File: src/rtl/dac_mcp47_multi.sv
// dac_mcp47_multi: round-robin MCP47FEBxx multi-channel DAC update engine.
// Host loads latch into per-channel shadows; each pending channel becomes one
// I2C write (addr, cmd byte, value hi, value lo, stop) on i2c_master's streams.
// Ports: clk, rst (async, active-low), ch_value/ch_load (host side),
//   busy/pending/err (status), m_cmd_* / m_data_* (to i2c_master),
//   i2c_busy/i2c_missed_ack (from i2c_master).
// Optional: define DAC_MCP47_RETRY_EN to resend failed updates (4 tries).
module dac_mcp47_multi #(
    parameter int         NUM_CH       = 2,
    parameter int         DAC_BITS     = 12,
    parameter logic [6:0] DEV_ADDR     = 7'h60,
    parameter int         WAIT_TIMEOUT = 65535
) (
    input  logic                   clk,
    input  logic                   rst,
    input  logic [NUM_CH*16-1:0]   ch_value,
    input  logic [NUM_CH-1:0]      ch_load,
    output logic                   busy,
    output logic [NUM_CH-1:0]      pending,
    output logic                   err,
    output logic [6:0]             m_cmd_address,
    output logic                   m_cmd_start,
    output logic                   m_cmd_write_multiple,
    output logic                   m_cmd_stop,
    output logic                   m_cmd_valid,
    input  logic                   m_cmd_ready,
    output logic [7:0]             m_data,
    output logic                   m_data_valid,
    input  logic                   m_data_ready,
    output logic                   m_data_last,
    input  logic                   i2c_busy,
    input  logic                   i2c_missed_ack
);

    localparam int SW = (NUM_CH > 1) ? $clog2(NUM_CH) : 1;
    localparam int CW = $clog2(WAIT_TIMEOUT + 1);
    localparam logic [15:0] VAL_MASK = 16'((32'h1 << DAC_BITS) - 1);

    typedef enum logic [2:0] {
        S_IDLE, S_CMD, S_D0, S_D1, S_D2, S_WAIT, S_DONE
    } state_t;

    state_t            state, state_nx;
    logic [15:0]       shadow [NUM_CH];
    logic [15:0]       tx_val;
    logic [SW-1:0]     sel, rr_ptr;
    logic [SW-1:0]     arb_sel, lo_sel, hi_sel;
    logic              arb_hit, hi_hit;
    logic              seen_busy, miss;
    logic [CW-1:0]     wait_cnt;
    logic              timeout;
    logic              resend;
    logic [NUM_CH-1:0] pending_nx;

`ifdef DAC_MCP47_RETRY_EN
    logic [2:0]        retry_cnt;
    assign resend = (retry_cnt != 3'd3);
`else
    assign resend = 1'b0;
`endif

    // Round-robin pick: lowest pending index at or above rr_ptr,
    // otherwise wrap to the lowest pending index overall.
    always_comb begin
        lo_sel = '0;
        hi_sel = '0;
        hi_hit = 1'b0;
        for (int j = NUM_CH - 1; j >= 0; j--) begin
            if (pending[j]) begin
                lo_sel = SW'(j);
                if (SW'(j) >= rr_ptr) begin
                    hi_sel = SW'(j);
                    hi_hit = 1'b1;
                end
            end
        end
        arb_hit = |pending;
        arb_sel = hi_hit ? hi_sel : lo_sel;
    end

    // A load in the same cycle as a clear or resend always leaves it pending.
    always_comb begin
        pending_nx = pending;
        if (state == S_IDLE && arb_hit)
            pending_nx[arb_sel] = 1'b0;
        if (state == S_DONE && miss && resend)
            pending_nx[sel] = 1'b1;
        pending_nx = pending_nx | ch_load;
    end

    always_ff @(posedge clk or negedge rst) begin
        if (!rst)
            state <= S_IDLE;
        else
            state <= state_nx;
    end

    always_comb begin
        state_nx = state;
        timeout  = 1'b0;
        unique case (state)
            S_IDLE: if (arb_hit) state_nx = S_CMD;
            S_CMD:  if (m_cmd_ready) state_nx = S_D0;
            S_D0:   if (m_data_ready) state_nx = S_D1;
            S_D1:   if (m_data_ready) state_nx = S_D2;
            S_D2:   if (m_data_ready) state_nx = S_WAIT;
            S_WAIT: begin
                if (seen_busy && !i2c_busy) begin
                    state_nx = S_DONE;
                end else if (wait_cnt == CW'(WAIT_TIMEOUT)) begin
                    state_nx = S_DONE;
                    timeout  = 1'b1;
                end
            end
            S_DONE: state_nx = S_IDLE;
            default: state_nx = S_IDLE;
        endcase
    end

    always_comb begin
        busy                 = (state != S_IDLE);
        m_cmd_address        = '0;
        m_cmd_start          = 1'b0;
        m_cmd_write_multiple = 1'b0;
        m_cmd_stop           = 1'b0;
        m_cmd_valid          = 1'b0;
        m_data               = '0;
        m_data_valid         = 1'b0;
        m_data_last          = 1'b0;
        unique case (state)
            S_CMD: begin
                m_cmd_address        = DEV_ADDR;
                m_cmd_start          = 1'b1;
                m_cmd_write_multiple = 1'b1;
                m_cmd_stop           = 1'b1;
                m_cmd_valid          = 1'b1;
            end
            S_D0: begin
                m_data       = {5'(sel), 3'b000};
                m_data_valid = 1'b1;
            end
            S_D1: begin
                m_data       = tx_val[15:8];
                m_data_valid = 1'b1;
            end
            S_D2: begin
                m_data       = tx_val[7:0];
                m_data_valid = 1'b1;
                m_data_last  = 1'b1;
            end
            default: ;
        endcase
    end

    always_ff @(posedge clk or negedge rst) begin
        if (!rst) begin
            for (int i = 0; i < NUM_CH; i++)
                shadow[i] <= '0;
            pending   <= '0;
            tx_val    <= '0;
            sel       <= '0;
            rr_ptr    <= '0;
            seen_busy <= 1'b0;
            miss      <= 1'b0;
            wait_cnt  <= '0;
            err       <= 1'b0;
`ifdef DAC_MCP47_RETRY_EN
            retry_cnt <= '0;
`endif
        end else begin
            for (int i = 0; i < NUM_CH; i++)
                if (ch_load[i])
                    shadow[i] <= ch_value[16*i +: 16];
            pending <= pending_nx;
            if (state == S_IDLE && arb_hit) begin
                sel    <= arb_sel;
                tx_val <= shadow[arb_sel] & VAL_MASK;
                rr_ptr <= (arb_sel == SW'(NUM_CH - 1)) ? '0 : arb_sel + 1'b1;
            end
            if (state == S_IDLE || state == S_DONE) begin
                seen_busy <= 1'b0;
                miss      <= 1'b0;
            end else begin
                if (i2c_busy)
                    seen_busy <= 1'b1;
                if (i2c_missed_ack || timeout)
                    miss <= 1'b1;
            end
            wait_cnt <= (state == S_WAIT) ? wait_cnt + 1'b1 : '0;
            if (state == S_DONE) begin
`ifdef DAC_MCP47_RETRY_EN
                if (!miss) begin
                    retry_cnt <= '0;
                end else if (retry_cnt == 3'd3) begin
                    err       <= 1'b1;
                    retry_cnt <= '0;
                end else begin
                    retry_cnt <= retry_cnt + 1'b1;
                end
`else
                if (miss)
                    err <= 1'b1;
`endif
            end
        end
    end

endmodule

File: config.mk
export PLATFORM = sky130hd
export DESIGN_NAME = dac_mcp47_multi
export DESIGN_NICKNAME = d
export VERILOG_FILES = /design/src/rtl/dac_mcp47_multi.sv
export SDC_FILE = /design/constraint.sdc
export NUM_CORES = 1
export LEC_CHECK = 0
export CAP_MARGIN = 25
export CORE_MARGIN = 3
export CORE_UTILIZATION = 50
export DETAILED_ROUTE_END_ITERATION = 16
export PLACE_DENSITY = 0.8
export SYNTH_ARGS = -nofsm -noshare
export SYNTH_HDL_FRONTEND = slang
export SYNTH_SLANG_ARGS = --single-unit
File: constraint.sdc
create_clock -name clk -period 3.5 [get_ports clk]
set_clock_uncertainty 0.1 [all_clocks]
set_input_delay 0.7 -clock clk [delete_from_list [all_inputs] [get_ports clk]]
set_output_delay 0.7 -clock clk [all_outputs]
set_load 0.03 [all_outputs]
### Yosys cells after proc, flatten, opt, wreduce, memory -nomap -nowiden

Index checks and enable logic that the tools add are counted.

| word-level totals | value |
|---|---|
| register bits after elaboration | 62 |
| latch bits | 0 |
| memory bits (writable) | 0 |
| memory bits (read-only) | 0 |
| input port bits | 40 |
| memories kept | 0 |

| cells by class | value |
|---|---|
| add/sub/neg operators | 2 |
| $mul | 0 |
| divide/modulo/power cells | 0 |
| $lt $le $gt $ge | 5 |
| equality and inequality tests | 13 |
| shift-type cells | 0 |
| multiplexer cells | 37 |
| bitwise gates (word level) | 4 |
| reduce and logical (&&, ||, !) cells | 14 |

Operators with widths:

| cell | count |
|---|---|
| $mux W12 | 3 |
| $pmux W8 S3 | 1 |
| $mux W1 | 21 |
| $mux W3 | 7 |
| $pmux W3 S6 | 1 |
| $add A16 B1 Y16 const B | 1 |
| $eq A16 B16 Y1 const B | 1 |
| $mux W16 | 1 |
| $ne A2 B2 Y1 const B | 5 |
| $eq A3 B3 Y1 const B | 3 |
| $mux W7 | 1 |
| $eq A3 B2 Y1 const B | 2 |
| $reduce_and A6 Y1 | 1 |
| $reduce_bool A2 Y1 | 2 |
| $eq A3 B1 Y1 const B | 1 |
| $logic_and A1 B1 Y1 | 3 |
| $logic_not A3 Y1 | 1 |
| $ne A3 B3 Y1 const B | 1 |
| $reduce_bool A3 Y1 | 1 |
| $reduce_or A3 Y1 | 1 |
| $and A2 B2 Y2 | 1 |
| $ge A1 B1 Y1 const A | 2 |
| $ge A2 B2 Y1 const B | 1 |
| $logic_or A1 B1 Y1 | 2 |
| 11 further kinds | 11 |

### Longest topological paths before layout

Gate-level depths: netlist of run 1.

| logic depth | value |
|---|---|
| depth after elaboration | 14 |
| mapped depth | 7 |
| depth with buffers taken out | 5 |

### Worst setup path after synthesis of run 1

No wires, ideal clock.

| path | value |
|---|---|
| path type | reg-to-output |
| start | register state[1] |
| end | output port m_cmd_address[5] |
| data arrival time | 1.802 ns |
| required time | 2.700 ns |
| path slack | 0.898 ns |
| cell stages (with the launch flop) | 4 |
| buffers on the path | 2 |
| path through | dfrtp_1 > buf_2 > nor3_1 > buf_4 |

| between the ends | value |
|---|---|
| word-level cells in the longest chain between the ends | 2 |

RTL lines:

| element | line | text |
|---|---|---|
| start, declared | 43 | `state_t state, state_nx;` |
| start signal, assigned | 95 | `state <= state_nx;` |
| $eq A3 B1 Y1 | 130 | `unique case (state)` |
| $mux W7 | 130 |  |
| end, declared | 21 | `output logic [6:0] m_cmd_address,` |

Every way passes these cells.

### Worst setup path after layout of run 1

| path | value |
|---|---|
| start | register state[1] |
| end | output port m_data[3] |

| between the ends | value |
|---|---|
| word-level cells in the longest chain between the ends | 2 |
| elaborated cells between the ends (all ways) | 4 |
| classes of those cells | 3 x eq/ne; 1 x mux |

RTL lines:

| element | line | text |
|---|---|---|
| $eq A3 B3 Y1 or $eq A3 B2 Y1 (tied branches) | 130 |  |
| $pmux W8 S3 (*) | 130 |  |
| end, declared | 27 | `output logic [7:0] m_data,` |

Mark *: on every way between the ends. The rest lies on a longest branch, timed or not.

==> impl_metrics.py, run 1 <==
metrics = {
    "status": {
        "status": "completed",
    },
    "routing": {
        "wl_um": 5803,
        "drcViolationCount": 0,
        "wl_per_cell_um": 15.77,
        "drtIter0Drc": 167,
        "num_vias": 2028,
        "drtAntennaViolNets": 0,
        "dr.pass1.iters": 6,
        "routed_via_density": 5.511,
    },
    "sta": {
        "period_share": 0.8796,
        "maxSlewViolCount": 0,
        "hold_viol_final": 0,
        "fmax_mhz": 324.8,
        "tightest_slew_ns": 1.072,
        "worst_hold_slack_ns": 0.3834,
        "rsz0062_at_grt": "false",
        "fin_crit_ns": 3.079,
        "slew_headroom": 0.2807,
        "setup_viol": 0,
        "finalSetupTns_ns": 0,
    },
    "yosys": {
        "yosysMostFrequentCell": "dfrtp_1",
        "ys.flop_type": "dfrtp_1",
        "syn_area_per_cell_um2": 11.62,
        "synthTopCellsByCount": "dfrtp_1, mux2_2, inv_1, nor2_1",
        "ys_types": 45,
        "yosysTopAreaCell": "dfrtp_1",
        "synthArstFlopShare": 1.000,
        "synth_edf_count": 0,
        "synth_area_leaders": "dfrtp_1, mux2_2, a222oi_1",
        "ys_warn_count": 0,
        "netlist.area_leader.share": 0.5472,
        "ys_ff_latch": 62,
        "ys_seq_area_frac": 0.5472,
        "syn_area_um2": 2835,
        "synthCells": 244,
    },
    "setup_path": {
        "regToRegSetupSlack_ns": 1.48,
        "worstPathArrival_ns": 2.28,
        "crit_path_end_kind": "output port",
        "start_kind": "flop",
        "cp.required_ns": 2.70,
        "crit_type": "flop to output port",
        "path_max_fanout": 11,
    },
    "power": {
        "pwr-share-clk": 0.238,
        "power_switching_share": 0.3627,
        "combPwrFrac": 0.360,
        "peakVddDrop_mv": 0.4063,
        "p_switching_uw": 903.6,
        "power_frac_seq": 0.402,
        "p_int_uw": 1588,
        "power.density_nw_per_um2": 707.3,
        "power.leakage_uw": 0.001571,
    },
    "clock_network": {
        "cts_tree": "built",
        "cts_made_buffers": 9,
        "clk_latency_ns": 0.34,
        "path_clk_slew_ns": 0.06,
        "cts_sinks": 62,
        "post-cts-setup-buffers": 0,
        "clk_path_buf_depth": 2,
        "ctsHtreeMaxLevel": 3,
        "ctsRootBufferMaster": "clkbuf_8",
        "ctsHoldBuffers": 0,
        "cts.repair.resized": 0,
    },
    "run": {
        "cap_violations": 0,
    },
    "grt": {
        "grt_overflow_total": 0,
        "grt_pass1_vias": 2010,
        "grt_pass1_wl_um": 9632,
        "antenna_found_initial": 0,
        "grt_max_degree": 43,
        "track_usage": 0.1974,
    },
    "floorplanning": {
        "core_region_area_um2": 5303,
        "rows": 26,
        "die_h_um": 81.30,
        "ios": 65,
        "die-area_um2": 6610,
        "die_x_um": 81.30,
        "start_util": 0.5347,
    },
    "place": {
        "dp_hpwl_um": 4066,
        "place_congestion": 0.7501,
        "port_buffers": 51,
    },
    "layout": {
        "area_delta_synth_final_pct": 24.23,
        "nNetsFinal": 334,
        "layout-drive-gt1-share": 0.1678,
        "num_antenna_cells": 0,
    },
    "worst_hold_path": {
        "hp-class": "flop to flop",
    },
}
[critical path: stages (launching register included)]
cell and delay, ns:
dfrtp_1 0.50, nand2b_1 0.26, nor2_1 0.14, buf_4 0.18
nand2_1 0.06, o21ai_0 0.09, clkdlybuf4s50_1 0.71
[area by class of cell]
type	instances	area, µm²
clock buffer	12	135.1
clock inverter	4	47.55
fill	415	1780
inverter	21	78.83
multi-input combinational	145	1094
sequential	62	1551
tap	70	87.58
timing repair buffer	54	528.0
[path summary, 6_finish.rpt]
path / depth (start not counted) / start / to
max: 6 / state[1] / m_data[3]
min in group asynchronous: 1 / rst / shadow[0]
max reg2reg: 4 / state[1] / tx_val[10]
max in group asynchronous: 2 / rst / wait_cnt[4]
min: 1 / err / err
min reg2reg: 1 / err / err
[logic make-up after synthesis]
logic type,after synthesis,synth area share
buffers and inverters,41,0.07238
adders and majority gates,1,0.004412
xor gates and xnor gates,9,0.02780
and+or+nand+nor,64,0.1306
other,1,0.001323
AOI/OAI and AO/OA,41,0.1174
DFF,62,0.5472
muxes,25,0.09885
[registers in the layout, indices dropped and copies added, names as in the netlist]
signal / cells
wait_cnt: 16
rr_ptr: 1
sel: 1
pending: 2
err: 1
miss: 1
seen_busy: 1
state: 3
shadow: 24
tx_val: 12
[placed cells by master (no fill, tap or decap), drive strengths merged, types with 5 or more instances in the layout]
master / synthesis / layout
dfrtp: 62 / 62
nor3: 5 / 5
mux2: 24 / 24
a21oi: 5 / 5
inv: 21 / 21
nand3: 5 / 5
nand2: 8 / 8
o21ai: 8 / 8
clkdlybuf4s50: 0 / 50
conb: 1 / 5
nand4: 6 / 6
clkbuf: 1 / 12
and2: 5 / 5
a222oi: 12 / 12
nor2: 21 / 21
xnor2: 5 / 5
[power by group through the flow]
| stage | Combinational, µW | Sequential [µW] | Clock (µW) |
|---|---|---|---|
| global placement | 881 | 1010 | 0 |
| finish | 896 | 1000 | 594 |
| floorplan | 665 | 976 | 0 |
| detailed placement | 896 | 1010 | 0 |
| CTS | 901 | 1000 | 612 |
| global route | 969 | 1020 | 654 |
[per-layer routing]
layer | part of all wire | up-vias | wire [µm] | global-route usage
met5 | 0 | - | 0 | 0
met4 | 0.011 | 0 | 66 | 0.06081
met3 | 0.056 | 10 | 323 | 0.07761
met2 | 0.49 | 51 | 2844 | 0.3062
met1 | 0.44 | 1007 | 2569 | 0.2543
li1 | - | 960 | - | -
[metrics by stage]
stage               std cells  total power, µW  instance area (µm²)  setup slack [ns]  utilization
global route              368             2644                 3522            0.2760       0.6642
global placement          352             1887                 3339            0.8333       0.6298
detailed placement        352             1909                 3339            0.7956       0.6298
finish                    368             2491                 3522            0.4214       0.6642
floorplan                 248             1641                 2850            0.8983            -
CTS                       368             2513                 3522            0.4116       0.6642
Note: power is estimated with default switching activity, not from simulation.
==> inputs of run 2 (changes only) <==
- CORE_MARGIN: 3 -> 2
==> run 2 against run 1 <==
Against the previous run: global-route usage is 0.46 points higher; sequential share of layout area fell by 0.75 points; sequential power is essentially flat; utilization shrank 1.3 points; hold slack got worse by 0.11 ns; die area is 4.9% lower; final area grew 1.7%; first-iteration DRC count rose by 4.2%; register-to-register slack improved by 0.03 ns; final cell count rose by 0.82%; critical endpoint is now m_cmd_address[6].
==> impl_metrics.py, run 2 (synthesized netlist as in run 1, its figures left out) <==
metrics = {
    "clock_network": {
        "ctsHoldBuffers": 0,
        "cts_made_buffers": 9,
        "cts_tree": "built",
        "ctsRootBufferMaster": "clkbuf_8",
        "cts.repair.resized": 0,
        "clk_latency_ns": 0.33,
        "path_clk_slew_ns": 0.07,
        "cts_sinks": 62,
        "clk_path_buf_depth": 2,
        "ctsHtreeMaxLevel": 3,
        "post-cts-setup-buffers": 0,
    },
    "sta": {
        "tightest_slew_ns": 0.6771,
        "finalSetupTns_ns": 0,
        "setup_ws_ns": 0.3906,
        "hold_viol_final": 0,
        "worst_hold_slack_ns": 0.2720,
        "period_share": 0.8884,
        "fin_crit_ns": 3.109,
        "rsz0062_at_grt": "false",
        "maxSlewViolCount": 0,
        "fmax_mhz": 321.6,
        "setup_viol": 0,
        "slew_headroom": 0.5472,
    },
    "place": {
        "dp_hpwl_um": 4025,
        "pre_cts_slack_ns": 0.7445,
        "dp_cells": 354,
        "port_buffers": 51,
        "place_congestion": 0.8568,
    },
    "grt": {
        "grt_pass1_vias": 2037,
        "grt_overflow_total": 0,
        "track_usage": 0.2020,
        "grt_pass1_wl_um": 9639,
        "antenna_found_initial": 0,
        "grt_max_degree": 29,
    },
    "layout": {
        "num_antenna_cells": 0,
        "nNetsFinal": 335,
        "finalNonFillerCells": 371,
        "largest_register_ffs": 24,
        "top_register": "shadow",
        "mostFrequentLayoutCells": "dfrtp_1, clkdlybuf4s50_1, mux2_2",
        "largestRegisters": "shadow (24), wait_cnt (16), tx_val (12)",
        "mostFrequentLayoutCell": "dfrtp_1",
        "area_delta_synth_final_pct": 26.39,
        "layout-drive-gt1-share": 0.1773,
    },
    "setup_path": {
        "max_stage_delay_ns": 0.79,
        "slowest_stage": "clkdlybuf4s50_1",
        "cp.required_ns": 2.70,
        "path_max_fanout": 9,
        "cp_num_buf_inv": 2,
        "worstPathArrival_ns": 2.31,
        "crit_type": "flop to output port",
        "crit_chain": "inv_1 -> nor3_1 -> clkdlybuf4s50_1",
        "path_delay_family": "buffers and inverters",
        "start_kind": "flop",
        "crit_path_end_kind": "output port",
    },
    "floorplanning": {
        "die_h_um": 79.30,
        "ios": 65,
        "core_region_area_um2": 5507,
        "rows": 27,
        "die_x_um": 79.30,
        "die-area_um2": 6288,
        "start_util": 0.5149,
    },
    "routing": {
        "routed_via_density": 5.431,
        "dr.pass1.iters": 5,
        "wl_um": 5771,
        "drtAntennaViolNets": 0,
        "wl_per_cell_um": 15.56,
        "drtIter0Drc": 174,
        "drcViolationCount": 0,
        "num_vias": 2015,
    },
    "power": {
        "combPwrFrac": 0.346,
        "power.leakage_uw": 0.001604,
        "finalPower_uw": 2636,
        "power_frac_seq": 0.381,
        "pwr-share-clk": 0.273,
        "p_switching_uw": 909.0,
        "p_int_uw": 1727,
        "power_switching_share": 0.3449,
        "power.density_nw_per_um2": 735.6,
        "peakVddDrop_mv": 0.4020,
    },
    "run": {
        "cap_violations": 0,
    },
    "worst_hold_path": {
        "hp-class": "input pin to async pin",
    },
    "status": {
        "status": "completed",
    },
}
-- run 2: cell types whose count changed in the layout (fill, tap and decap cells not counted), sizes merged --
cell      previous run  this run
bufinv               1         2
clkbuf              12        13
buf                  4         5
clkinv               2         1
clkinvlp             1         0
-- run 2: worst paths after layout --
| check | startpoint | end | slack [ns] | depth (start not counted) |
|---|---|---|---|---|
| min reg2reg | err | err | 0.38 | 1 |
| min in group clk | err | err | 0.38 | 1 |
| max | state[0] | m_cmd_address[6] | 0.39 | 3 |
| min | rst | wait_cnt[5] | 0.27 | 1 |
| max reg2reg | state[1] | state[1] | 1.51 | 4 |
| max in group asynchronous | rst | shadow[11] | 2.33 | 2 |
-- run 2: per-layer routing --
layer,part of all wire,track usage,vias to the layer above
met3,0.037,0.03636,8
li1,-,-,954
met4,0.014,0.08448,0
met5,0,0,-
met2,0.50,0.3347,52
met1,0.44,0.2619,1001
-- run 2: cell type report --
class / count / area (µm²)
well taps: 72 / 90.09
fillers: 444 / 1923
clock inverters: 3 / 65.06
repair buffers: 55 / 535.5
multi-input cells: 145 / 1094
clock buffers: 13 / 168.9
inverters: 21 / 78.83
flip-flops and latches: 62 / 1551
-- run 2: stage by stage --
step / utilization / instance area, µm²
floorplan: - / 2850
global placement: 0.6069 / 3342
detailed placement: 0.6069 / 3342
CTS: 0.6494 / 3576
global route: 0.6508 / 3583
finish: 0.6508 / 3583
-- run 2: worst register-to-register path, cell delays in order, from the launching register on --
cell and delay, ns:
dfrtp_1 0.50, nand3b_1 0.56, a21oi_1 0.34, a21boi_2 0.26, o32ai_2 0.11
-- run 2: power groups by stage --
stage,clock (µW),sequential [µW],combinational (µW)
6_report,719,1010,911
5_1_grt,761,1020,993
4_1_cts,735,1000,910
3_5_place_dp,0,1020,902
3_3_place_gp,0,1010,879
2_1_floorplan,0,976,665
==> inputs of run 3 (changes only) <==
- CORE_UTILIZATION: 50 -> 54
- PLACE_DENSITY: 0.8 -> 0.85
- clock period: 3.5 -> 3.86 ns (I/O delays scaled with it)
==> run 3 against run 2 <==
Against the previous run: die area shrank 7.0%; critical path depth grew 1; sequential power shrank 9.8%; combinational power shrank 8.8%; sequential share of layout area grew 1.0 points; first-iteration DRC count grew 12%; final cell count shrank 1.6%; hold slack gained 0.10 ns; global-route usage grew 1.6 points.
==> impl_metrics.py, run 3 (synthesized netlist as in run 1, its figures left out) <==
metrics = {
    "power": {
        "peakVddDrop_mv": 0.3690,
        "power.leakage_uw": 0.001561,
        "power.density_nw_per_um2": 644.7,
    },
    "place": {
        "port_buffers": 51,
        "place_congestion": 0.7988,
        "dp_hpwl_um": 3990,
        "dp_cells": 350,
    },
    "setup_path": {
        "critPathLaunch": "state[1]",
        "cp.required_ns": 2.99,
        "path_max_fanout": 11,
        "r2r-start": "state[1]",
        "regToRegSetupSlack_ns": 1.83,
        "ff2ff_path_depth": 4,
        "crit_path_end_kind": "output port",
        "r2r_end": "state[1]",
        "worstPathArrival_ns": 2.62,
        "crit_type": "flop to output port",
        "start_kind": "flop",
    },
    "layout": {
        "largestRegisters": "shadow (24), wait_cnt (16), tx_val (12)",
        "mostFrequentLayoutCells": "dfrtp_1, clkdlybuf4s50_1, mux2_2",
        "nNetsFinal": 333,
        "mostFrequentLayoutCell": "dfrtp_1",
        "num_antenna_cells": 0,
        "area_delta_synth_final_pct": 23.52,
        "largest_register_ffs": 24,
        "layout-drive-gt1-share": 0.1593,
        "seqCellArea_um2": 1551,
        "finalNonFillerCells": 365,
        "multi_input_area_um2": 1094,
        "top_register": "shadow",
        "num-fill-cells": 370,
    },
    "clock_network": {
        "ctsHtreeMaxLevel": 3,
        "ctsRootBufferMaster": "clkbuf_8",
        "post-cts-setup-buffers": 0,
        "path_clk_slew_ns": 0.06,
        "cts.repair.resized": 0,
        "cts_sinks": 62,
        "clk_latency_ns": 0.33,
        "clk_path_buf_depth": 2,
        "cts_tree": "built",
        "cts_made_buffers": 9,
        "ctsHoldBuffers": 0,
    },
    "routing": {
        "wl_per_cell_um": 15.96,
        "wl_um": 5824,
        "dr.pass1.iters": 4,
        "routed_via_density": 5.595,
        "num_vias": 2042,
        "drcViolationCount": 0,
        "drtIter0Drc": 195,
        "drtAntennaViolNets": 0,
    },
    "floorplanning": {
        "start_util": 0.5587,
        "die_h_um": 76.46,
        "ios": 65,
        "core_region_area_um2": 5075,
        "die-area_um2": 5846,
        "rows": 26,
        "die_x_um": 76.46,
    },
    "sta": {
        "maxSlewViolCount": 0,
        "fin_crit_ns": 3.492,
        "rsz0062_at_grt": "false",
        "fmax_mhz": 286.3,
        "finalSetupTns_ns": 0,
        "tightest_slew_ns": 0.8653,
        "slew_headroom": 0.4232,
        "hold_viol_final": 0,
        "setup_viol": 0,
        "period_share": 0.9048,
    },
    "worst_hold_path": {
        "min_from": "err",
        "hp-class": "flop to flop",
        "holdPathEnd": "err",
        "hold_depth": 1,
    },
    "grt": {
        "grt_max_degree": 42,
        "antenna_found_initial": 0,
        "track_usage": 0.2177,
        "grt_overflow_total": 0,
        "grt_pass1_wl_um": 9936,
        "grt_pass1_vias": 2080,
    },
    "run": {
        "cap_violations": 0,
    },
    "status": {
        "status": "completed",
    },
}
==> run 3: cell types whose count changed in the layout (fill, tap and decap cells not counted), sizes merged <==
cell	change
buf	-2
bufinv	-1
clkbuf	-1
==> run 3: worst max-delay path by stage <==
| stage | to | slack [ns] |
|---|---|---|
| 2_1_floorplan | m_cmd_address[5] | 1.19 |
| 3_3_place_gp | m_data[0] | 0.81 |
| 3_5_place_dp | m_data[3] | 0.78 |
| 4_1_cts | m_data[0] | 0.35 |
| 5_1_grt | m_data[3] | 0.26 |
| 6_report | m_data[0] | 0.37 |
==> run 3: routing by layer <==
metal / wire length (µm) / vias to the layer above / track usage / part of all wire
met5: 0 / - / 0 / 0
met4: 91 / 0 / 0.09455 / 0.016
met3: 261 / 11 / 0.04858 / 0.045
met2: 2992 / 60 / 0.3522 / 0.51
met1: 2480 / 1022 / 0.2832 / 0.43
li1: - / 949 / - / -
==> run 3: final cells by class <==
cell class              instances  area share
flip-flops and latches         62      0.4430
repair buffers                 53      0.1486
inverters                      21     0.02251
clock buffers                  12     0.03859
well taps                      70     0.02501
multi-input cells             145      0.3123
clock inverters                 2     0.01000
==> run 3: stage by stage <==
| step | hold WS (ns) | total power, µW | cell area, µm² | setup WS, ns | utilization |
|---|---|---|---|---|---|
| floorplan | 0.3475 | 1488 | 2850 | 1.186 | - |
| detailed placement | 0.3637 | 1738 | 3324 | 0.7843 | 0.6551 |
| global route | 0.3965 | 2378 | 3502 | 0.2622 | 0.6901 |
| CTS | 0.3783 | 2264 | 3495 | 0.3547 | 0.6886 |
| global placement | 0.3606 | 1707 | 3324 | 0.8131 | 0.6551 |
| finish | 0.3747 | 2258 | 3502 | 0.3677 | 0.6901 |
==> run 3: critical path, stage by stage (launching register included) <==
cell and delay [ns]:
dfrtp_1 0.50, nand2b_1 0.26, nor2_1 0.56, a22o_1 0.29
clkdlybuf4s50_1 0.68
==> run 3: where the power goes <==
part / internal (µW) / total [µW] / switching, µW
Combinational: 356 / 831 / 475
Sequential: 791 / 911 / 121
Clock: 291 / 515 / 225
Total: 1440 / 2260 / 820
